## config.mk

```make
export PLATFORM = sky130hd
export DESIGN_NAME = mem_access_unit
export DESIGN_NICKNAME = d
export VERILOG_FILES = /design/src/rtl/mips_mem_pkg.sv /design/src/rtl/lsu_lane_align.sv /design/src/rtl/mem_access_unit.sv
export SDC_FILE = /design/constraint.sdc
export NUM_CORES = 1
export LEC_CHECK = 0
export ABC_AREA = 0
export BUFFER_PORTS_ARGS = -buffer_cell sky130_fd_sc_hd__buf_2
export CORE_MARGIN = 5
export CORE_UTILIZATION = 50
export CTS_CLUSTER_DIAMETER = 80
export CTS_CLUSTER_SIZE = 20
export DETAILED_ROUTE_END_ITERATION = 10
export HOLD_SLACK_MARGIN = 0.1
export PLACE_DENSITY_LB_ADDON = 0.2
export SYNTH_ARGS = -nofsm -noshare
export SYNTH_HDL_FRONTEND = slang
export SYNTH_HIERARCHICAL = 1
export SYNTH_SLANG_ARGS = --single-unit
```

## constraint.sdc

```tcl
create_clock -name i_clk -period 2.7 [get_ports i_clk]
set_input_delay 0.675 -clock i_clk [delete_from_list [all_inputs] [get_ports i_clk]]
set_output_delay 0.675 -clock i_clk [all_outputs]
set_load 0.005 [all_outputs]
```

## src/rtl/mips_mem_pkg.sv

```systemverilog
// Shared definitions for the MEM-stage load/store path.
// Contents: op encodings, FSM state enum, access-size enum and small decode helpers
// (is_load, is_store, op_size, is_misaligned).
package mips_mem_pkg;

  typedef enum logic [2:0] {
    OP_LB  = 3'b000,
    OP_LH  = 3'b001,
    OP_LW  = 3'b010,
    OP_LBU = 3'b011,
    OP_LHU = 3'b100,
    OP_SB  = 3'b101,
    OP_SH  = 3'b110,
    OP_SW  = 3'b111
  } op_e;

  typedef enum logic [2:0] {
    StIdle,
    StRd,
    StWr,
    StResp,
    StErr
  } state_e;

  typedef enum logic [1:0] {
    SzByte,
    SzHalf,
    SzWord
  } size_e;

  function automatic logic is_load(op_e op);
    return (op inside {OP_LB, OP_LH, OP_LW, OP_LBU, OP_LHU});
  endfunction

  function automatic logic is_store(op_e op);
    return (op inside {OP_SB, OP_SH, OP_SW});
  endfunction

  function automatic size_e op_size(op_e op);
    size_e sz;
    case (op)
      OP_LB, OP_LBU, OP_SB: sz = SzByte;
      OP_LH, OP_LHU, OP_SH: sz = SzHalf;
      default:              sz = SzWord;
    endcase
    return sz;
  endfunction

  function automatic logic is_misaligned(op_e op, logic [1:0] off);
    logic mis;
    case (op_size(op))
      SzWord:  mis = (off != 2'b00);
      SzHalf:  mis = off[0];
      default: mis = 1'b0;
    endcase
    return mis;
  endfunction

endpackage

```

## src/rtl/lsu_lane_align.sv

```systemverilog
// Combinational byte-lane steering for a big-endian 32-bit word.
// Ports:
//   i_op          access op (selects extract width/extension and merge width)
//   i_offset      byte offset inside the word (already force-aligned for halves)
//   i_word        word read from memory
//   i_wdata       store data (SB uses [7:0], SH uses [15:0])
//   o_load_data   extracted and sign/zero-extended load result
//   o_merge_data  i_word with the store lane(s) replaced by i_wdata
module lsu_lane_align
  import mips_mem_pkg::*;
(
  input  op_e         i_op,
  input  logic [1:0]  i_offset,
  input  logic [31:0] i_word,
  input  logic [31:0] i_wdata,
  output logic [31:0] o_load_data,
  output logic [31:0] o_merge_data
);

  logic [7:0]  w_byte;
  logic [15:0] w_half;

  // Offset 0 is the most significant byte (big-endian).
  always_comb begin
    w_byte = i_word[31:24];
    unique case (i_offset)
      2'd0: w_byte = i_word[31:24];
      2'd1: w_byte = i_word[23:16];
      2'd2: w_byte = i_word[15:8];
      2'd3: w_byte = i_word[7:0];
    endcase
    w_half = i_offset[1] ? i_word[15:0] : i_word[31:16];
  end

  always_comb begin
    o_load_data = i_word;
    case (i_op)
      OP_LB:   o_load_data = {{24{w_byte[7]}}, w_byte};
      OP_LBU:  o_load_data = {24'h0, w_byte};
      OP_LH:   o_load_data = {{16{w_half[15]}}, w_half};
      OP_LHU:  o_load_data = {16'h0, w_half};
      default: o_load_data = i_word;
    endcase
  end

  always_comb begin
    o_merge_data = i_word;
    if (i_op == OP_SB) begin
      unique case (i_offset)
        2'd0: o_merge_data[31:24] = i_wdata[7:0];
        2'd1: o_merge_data[23:16] = i_wdata[7:0];
        2'd2: o_merge_data[15:8]  = i_wdata[7:0];
        2'd3: o_merge_data[7:0]   = i_wdata[7:0];
      endcase
    end else if (i_op == OP_SH) begin
      if (i_offset[1]) begin
        o_merge_data[15:0] = i_wdata[15:0];
      end else begin
        o_merge_data[31:16] = i_wdata[15:0];
      end
    end
  end

endmodule

```

## src/rtl/mem_access_unit.sv

```systemverilog
// MEM-stage load/store sequencer in front of a word-wide big-endian data memory.
// Sub-word stores are read-modify-write since the memory always writes 4 bytes.
// Ports:
//   i_clk, i_rst                     clock, synchronous active-high reset
//   i_req_valid/o_req_ready          request handshake (ready only when idle)
//   i_req_op/addr/wdata/rd           request fields, latched on accept
//   o_resp_valid                     one-cycle completion pulse
//   o_resp_is_load/err/data/rd       response fields, valid with o_resp_valid
//   o_mem_addr/rd/wr/wdata           data memory control (address always word aligned)
//   i_mem_rdata                      data memory read data, sampled only while o_mem_rd
module mem_access_unit
  import mips_mem_pkg::*;
#(
  parameter int unsigned ADDR_W      = 12,
  parameter bit          CHECK_ALIGN = 1'b1
) (
  input  logic              i_clk,
  input  logic              i_rst,
  input  logic              i_req_valid,
  output logic              o_req_ready,
  input  logic [2:0]        i_req_op,
  input  logic [ADDR_W-1:0] i_req_addr,
  input  logic [31:0]       i_req_wdata,
  input  logic [4:0]        i_req_rd,
  output logic              o_resp_valid,
  output logic              o_resp_is_load,
  output logic              o_resp_err,
  output logic [31:0]       o_resp_data,
  output logic [4:0]        o_resp_rd,
  output logic [ADDR_W-1:0] o_mem_addr,
  output logic              o_mem_rd,
  output logic              o_mem_wr,
  output logic [31:0]       o_mem_wdata,
  input  logic [31:0]       i_mem_rdata
);

  state_e            r_state, w_state_d;
  op_e               r_op;
  logic [ADDR_W-1:0] r_addr;
  logic [1:0]        r_off;
  logic [31:0]       r_wdata;
  logic [4:0]        r_rd;
  logic [31:0]       r_resp_data;
  logic [31:0]       r_mem_wdata;

  op_e         w_op;
  logic        w_accept;
  logic [1:0]  w_eff_off;
  logic [31:0] w_load_data;
  logic [31:0] w_merge_data;

  assign w_op     = op_e'(i_req_op);
  assign w_accept = i_req_valid && (r_state == StIdle);

  // Lane offset with misalignment forced away; only reaches the lanes when CHECK_ALIGN=0.
  always_comb begin
    w_eff_off = i_req_addr[1:0];
    case (op_size(w_op))
      SzHalf:  w_eff_off = {i_req_addr[1], 1'b0};
      SzWord:  w_eff_off = 2'b00;
      default: w_eff_off = i_req_addr[1:0];
    endcase
  end

  lsu_lane_align u_lane_align (
    .i_op         (r_op),
    .i_offset     (r_off),
    .i_word       (i_mem_rdata),
    .i_wdata      (r_wdata),
    .o_load_data  (w_load_data),
    .o_merge_data (w_merge_data)
  );

  always_comb begin
    w_state_d = r_state;
    unique case (r_state)
      StIdle: begin
        if (w_accept) begin
          if (CHECK_ALIGN && is_misaligned(w_op, i_req_addr[1:0])) begin
            w_state_d = StErr;
          end else if (w_op == OP_SW) begin
            w_state_d = StWr;
          end else begin
            w_state_d = StRd;
          end
        end
      end
      StRd:    w_state_d = is_load(r_op) ? StResp : StWr;
      StWr:    w_state_d = StResp;
      StResp:  w_state_d = StIdle;
      StErr:   w_state_d = StIdle;
      default: w_state_d = StIdle;
    endcase
  end

  always_ff @(posedge i_clk) begin
    if (i_rst) begin
      r_state     <= StIdle;
      r_op        <= OP_LB;
      r_addr      <= '0;
      r_off       <= 2'b00;
      r_wdata     <= '0;
      r_rd        <= '0;
      r_resp_data <= '0;
      r_mem_wdata <= '0;
    end else begin
      r_state <= w_state_d;
      if (w_accept) begin
        r_op        <= w_op;
        r_addr      <= i_req_addr;
        r_off       <= w_eff_off;
        r_wdata     <= i_req_wdata;
        r_rd        <= i_req_rd;
        r_resp_data <= '0;
        // SW goes straight to WR, so its write word is the request data itself.
        r_mem_wdata <= i_req_wdata;
      end
      if (r_state == StRd) begin
        r_resp_data <= is_load(r_op) ? w_load_data : 32'h0;
        r_mem_wdata <= w_merge_data;
      end
    end
  end

  assign o_req_ready    = (r_state == StIdle);
  assign o_mem_rd       = (r_state == StRd);
  assign o_mem_wr       = (r_state == StWr);
  assign o_mem_addr     = {r_addr[ADDR_W-1:2], 2'b00};
  assign o_mem_wdata    = r_mem_wdata;
  assign o_resp_valid   = (r_state == StResp) || (r_state == StErr);
  assign o_resp_err     = (r_state == StErr);
  assign o_resp_is_load = o_resp_valid && is_load(r_op);
  assign o_resp_data    = (r_state == StResp) ? r_resp_data : 32'h0;
  assign o_resp_rd      = o_resp_valid ? r_rd : 5'd0;

endmodule

```

# Yosys cells after proc, flatten, opt, wreduce, memory -nomap -nowiden
# Cells that the tools add are included.
# word_totals
regBits,105
in_bits,87
wordCells,74
# classes
eq_ne,24
n_mux,30
reduce_logical,12
# op_table
operator,n
$mux 32,8
$pmux 32 s4,1
$mux 16,3
$mux 8,4
$pmux 8 s4,1
$eq 3x3->1 const B,8
$eq 3x2->1 const B,5
$eq 3x1->1 const B,3
$logic_not 3->1,3
$pmux 3 s3,1
$eq 2x2->1 const B,4
$pmux 2 s2,2
$eq 2x1->1 const B,3
$mux 2,3
$mux 3,2
$reduce_or 3->1,2
$mux 5,1
$reduce_bool 5->1,1
$reduce_bool 2->1,2
$mux 1,3
$logic_and 1x1->1,2
$logic_not 2->1,1
$ne 2x1->1 const B,1
$pmux 1 s2,1
$logic_or 1x1->1,1

# Depth between registers and ports, before layout
# logic_depth
ltp_word,12
ltp_mapped,10

# Cells and area by module
# The synthesis kept the hierarchy.
# by_module_without_submodules
module,instances,cells_per_inst,area_per_inst_um2,seq_area_each_um2
mem_access_unit,1,522,5038.6,2382.3
lsu_lane_align,1,324,2113.3,0.0

# Worst setup path after synthesis
# No wires, ideal clock.
# synth_timing
path_type,register -> register
from,register r_op[1]
to,"register r_mem_wdata[22], in the netlist o_mem_wdata[22]"
setup_time_ns,0.143
t_arrival_ns,1.677
required_ns,2.557
slack_ns,0.880
path_stages_with_launch,8
n_path_buf,1
synth_period_minus_slack_ns,1.820
path_cell_list,dfxtp_1 buf_4 or2b_4 a21boi_4 nor2_8 mux2_4 a22oi_1 a21oi_2
# synth_via
elab_chain_cells,4
word_cells_on_any_way,5
# synth_rtl
item,line,rtl
start: declaration,mem_access_unit.sv:38,op_e r_op;
start signal: assignment,mem_access_unit.sv:109,r_op <= w_op;
$eq 3x3->1,lsu_lane_align.sv:55,end else if (i_op == OP_SH) begin
$mux 32,lsu_lane_align.sv:55,
$mux 32 (*),lsu_lane_align.sv:48,if (i_op == OP_SB) begin
named net w_merge_data[22],mem_access_unit.sv:50,logic [31:0] w_merge_data;
$mux 32 (*),mem_access_unit.sv:118,if (r_state == StRd) begin
end signal: assignment,mem_access_unit.sv:116,r_mem_wdata <= i_req_wdata;
end signal: assignment,mem_access_unit.sv:120,r_mem_wdata <= w_merge_data;
end: declaration,mem_access_unit.sv:44,logic [31:0] r_mem_wdata;
# Mark *: on every way through the listed nets, which the timed path passes. The rest lies on a longest branch.
# A chain may end at the register's enable or synchronous reset.

# Final worst setup path
# layout_timing
from,register r_state[1]
to,output o_resp_data[0]
# layout_via
elab_chain_cells,2
# layout_rtl
item,line,rtl
start: declaration,mem_access_unit.sv:37,"state_e r_state, w_state_d;"
start signal: assignment,mem_access_unit.sv:98,r_state <= StIdle;
start signal: assignment,mem_access_unit.sv:107,r_state <= w_state_d;
$eq 3x2->1,mem_access_unit.sv:133,assign o_resp_data = (r_state == StResp) ? r_resp_data : 32'h0;
$mux 32,mem_access_unit.sv:133,
end: declaration,mem_access_unit.sv:28,"output logic [31:0] o_resp_data,"
# No other way between the ends.

==> reports/metrics.csv <==
metric,value,unit
status,finished clean,
fin_crit,2.42,ns
viasPerCell,5.70,
internal_power,3.58,mW
slew_violations,0,
rows,42,
worstHoldStart,r_rd[3],
grt_overflow_total,0,
start_util,50.4,%
dp_cells,1092,
setup_violations,0,
dr_total_vias,6318,
leakage,3.37,nW
cts_buffers,9,
finalNonFillerCells,1108,
die_w,125,µm
finalNetCount,1014,
holdCritPathClass,register to register,
dr.first_iter.drc_count,650,
relSlewSlack,50.5,%
fillers,1265,
grt_first_pass_wirelength,31800,µm
post-route-cell-area,7750,µm²
switchingPower,2.51,mW
worstPathArrival,1.74,ns
grt_start_max_net_pins,65,
finalSetupTns,0,ns
antenna_found_initial,0,
critPathLaunch,r_state[1],
die_area,15700,µm²
drt_wl_total,19900,µm
p_clk_share,21.0,%
synth_area,6630,µm²
wl_per_cell,17.9,µm
worst_slack,0.284,ns
placed_area,7450,µm²
fmax,414,MHz
power.density,785,nW/µm²
portBuffers,171,
postSynthCellCount,797,
diodes,0,
synth.avg_cell_area,8.32,µm²
clkSlewWorstSetupHoldPaths,0.08,ns
worst_ep_required_time,2.03,ns
place_hpwl,14500,µm
core,13100,µm²
startpoint_type,register,
place.gp.congestion,0.969,
power_frac_seq,35.0,%
cts.path.max_buffers,2,
ir_worst_vdd,0.000527,V
drive_above_1_share,34.8,%
hold_depth,2,
clock_latency,0.36,ns
numClockSinks,103,
die_height,125,µm
end_kind,output port,
antenna_left,0,
grt_pass1_vias,5953,
synth_warnings,6,
path_max_fanout,32,
io_pins,174,
drc_errors,0,
ff2ff_setup_slack,0.48,ns
r2r-start,r_op[2],
pre_cts_ws,0.529,ns
finalHoldViolations,0,
hold_end,r_rd[3],
tightest_slew,0.742,ns
critPathKind,register to output port,
period_share,89.5,%
cts_root_buffer,clkbuf_16,
drt_pass1_iterations,5,
cap_violations,0,
h-tree-depth,3,
skew,0.0109,ns
p_comb_share,44.0,%
rsz0062_at_grt,false,
syn2layout_area_growth,16.9,%
reg2reg_to,r_resp_data[14],
swShare,41.2,%
cts_tree,yes,
cts_setup_buffers,0,
reg2reg_depth,7,
grtUsageTotal,24.7,%
-- layout make-up --
class	instances	area, µm²	area share [%]
clock buffers	9	225	2.91
clock inverters	7	66.3	0.856
inverters	5	18.8	0.242
multi-input cells	617	4120	53.2
flip-flops and latches	103	2060	26.6
well taps	176	220	2.84
repair buffers	191	1030	13.3
-- metrics by stage --
stage          hold slack, ns  total power [mW]  utilization (%)
2_1_floorplan           0.432              4.20                -
3_3_place_gp            0.439              4.79             56.7
3_5_place_dp            0.442              4.82             56.7
4_1_cts                 0.453              6.11             59.0
5_1_grt                 0.474              6.50             59.0
6_report                0.452              6.08             59.0
-- power groups by stage --
| stage | logic [mW] | clock network, mW | registers, mW |
|---|---|---|---|
| global route | 2.94 | 1.38 | 2.17 |
| detailed placement | 2.66 | 0 | 2.15 |
| global placement | 2.64 | 0 | 2.15 |
| floorplan | 2.14 | 0 | 2.06 |
| CTS | 2.67 | 1.31 | 2.12 |
| finish | 2.68 | 1.28 | 2.13 |
-- critical path, stage by stage, from the launching register on --
cell and delay [ns]:
dfxtp_1 0.59, and3b_1 0.27, buf_4 0.25, and2_1 0.16, buf_2 0.11
-- what timing repair did --
item                       CTS  global route
gates resized for setup      0             1
hold buffers                 0             0
setup endpoints to repair    0             1
-- metal layers --
layer  wire length, µm  global-route usage [%]
met1              8360                    33.0
met2              8940                    37.6
met5                 0                       0
met4               390                    7.02
met3              2170                    9.34
-- registers in the layout (all words and copies together), names as in the netlist --
signal	cells
r_addr	10
o_mem_wdata	32
r_off	2
r_resp_data	32
r_state	3
r_rd	5
r_wdata	16
r_op	3
-- placed cells by master (no fill, tap or decap), types with 2 or more instances in the layout --
master / instances
a22oi_1: 110
nand2_4: 30
xnor2_1: 2
or2_1: 2
a211oi_1: 8
buf_4: 19
o211ai_1: 11
nand2b_1: 2
mux2_4: 16
nor3_4: 3
o221ai_1: 9
dfxtp_1: 103
inv_1: 4
mux2i_1: 17
nand3b_1: 2
o21ai_0: 17
nor2_8: 2
nor2_2: 7
o22ai_1: 7
nor2b_1: 14
nor3b_1: 3
inv_6: 2
clkbuf_16: 9
buf_2: 170
a21oi_2: 45
a21oi_1: 33
nand2_1: 156
a221oi_1: 3
nor2_1: 52
buf_12: 2
nand3_1: 2
conb_1: 2
and2_1: 34
-- how the worst max path moves through the flow --
stage / to / slack, ns / cells past startpoint
2_1_floorplan: r_resp_data[7] / 0.88 / 7
3_3_place_gp: o_resp_is_load / 0.57 / 4
3_5_place_dp: r_resp_data[14] / 0.53 / 7
4_1_cts: o_resp_is_load / 0.14 / 4
5_1_grt: o_resp_data[5] / 0.1 / 4
6_report: o_resp_data[0] / 0.28 / 4
Note: power is estimated with default switching activity, not from simulation.
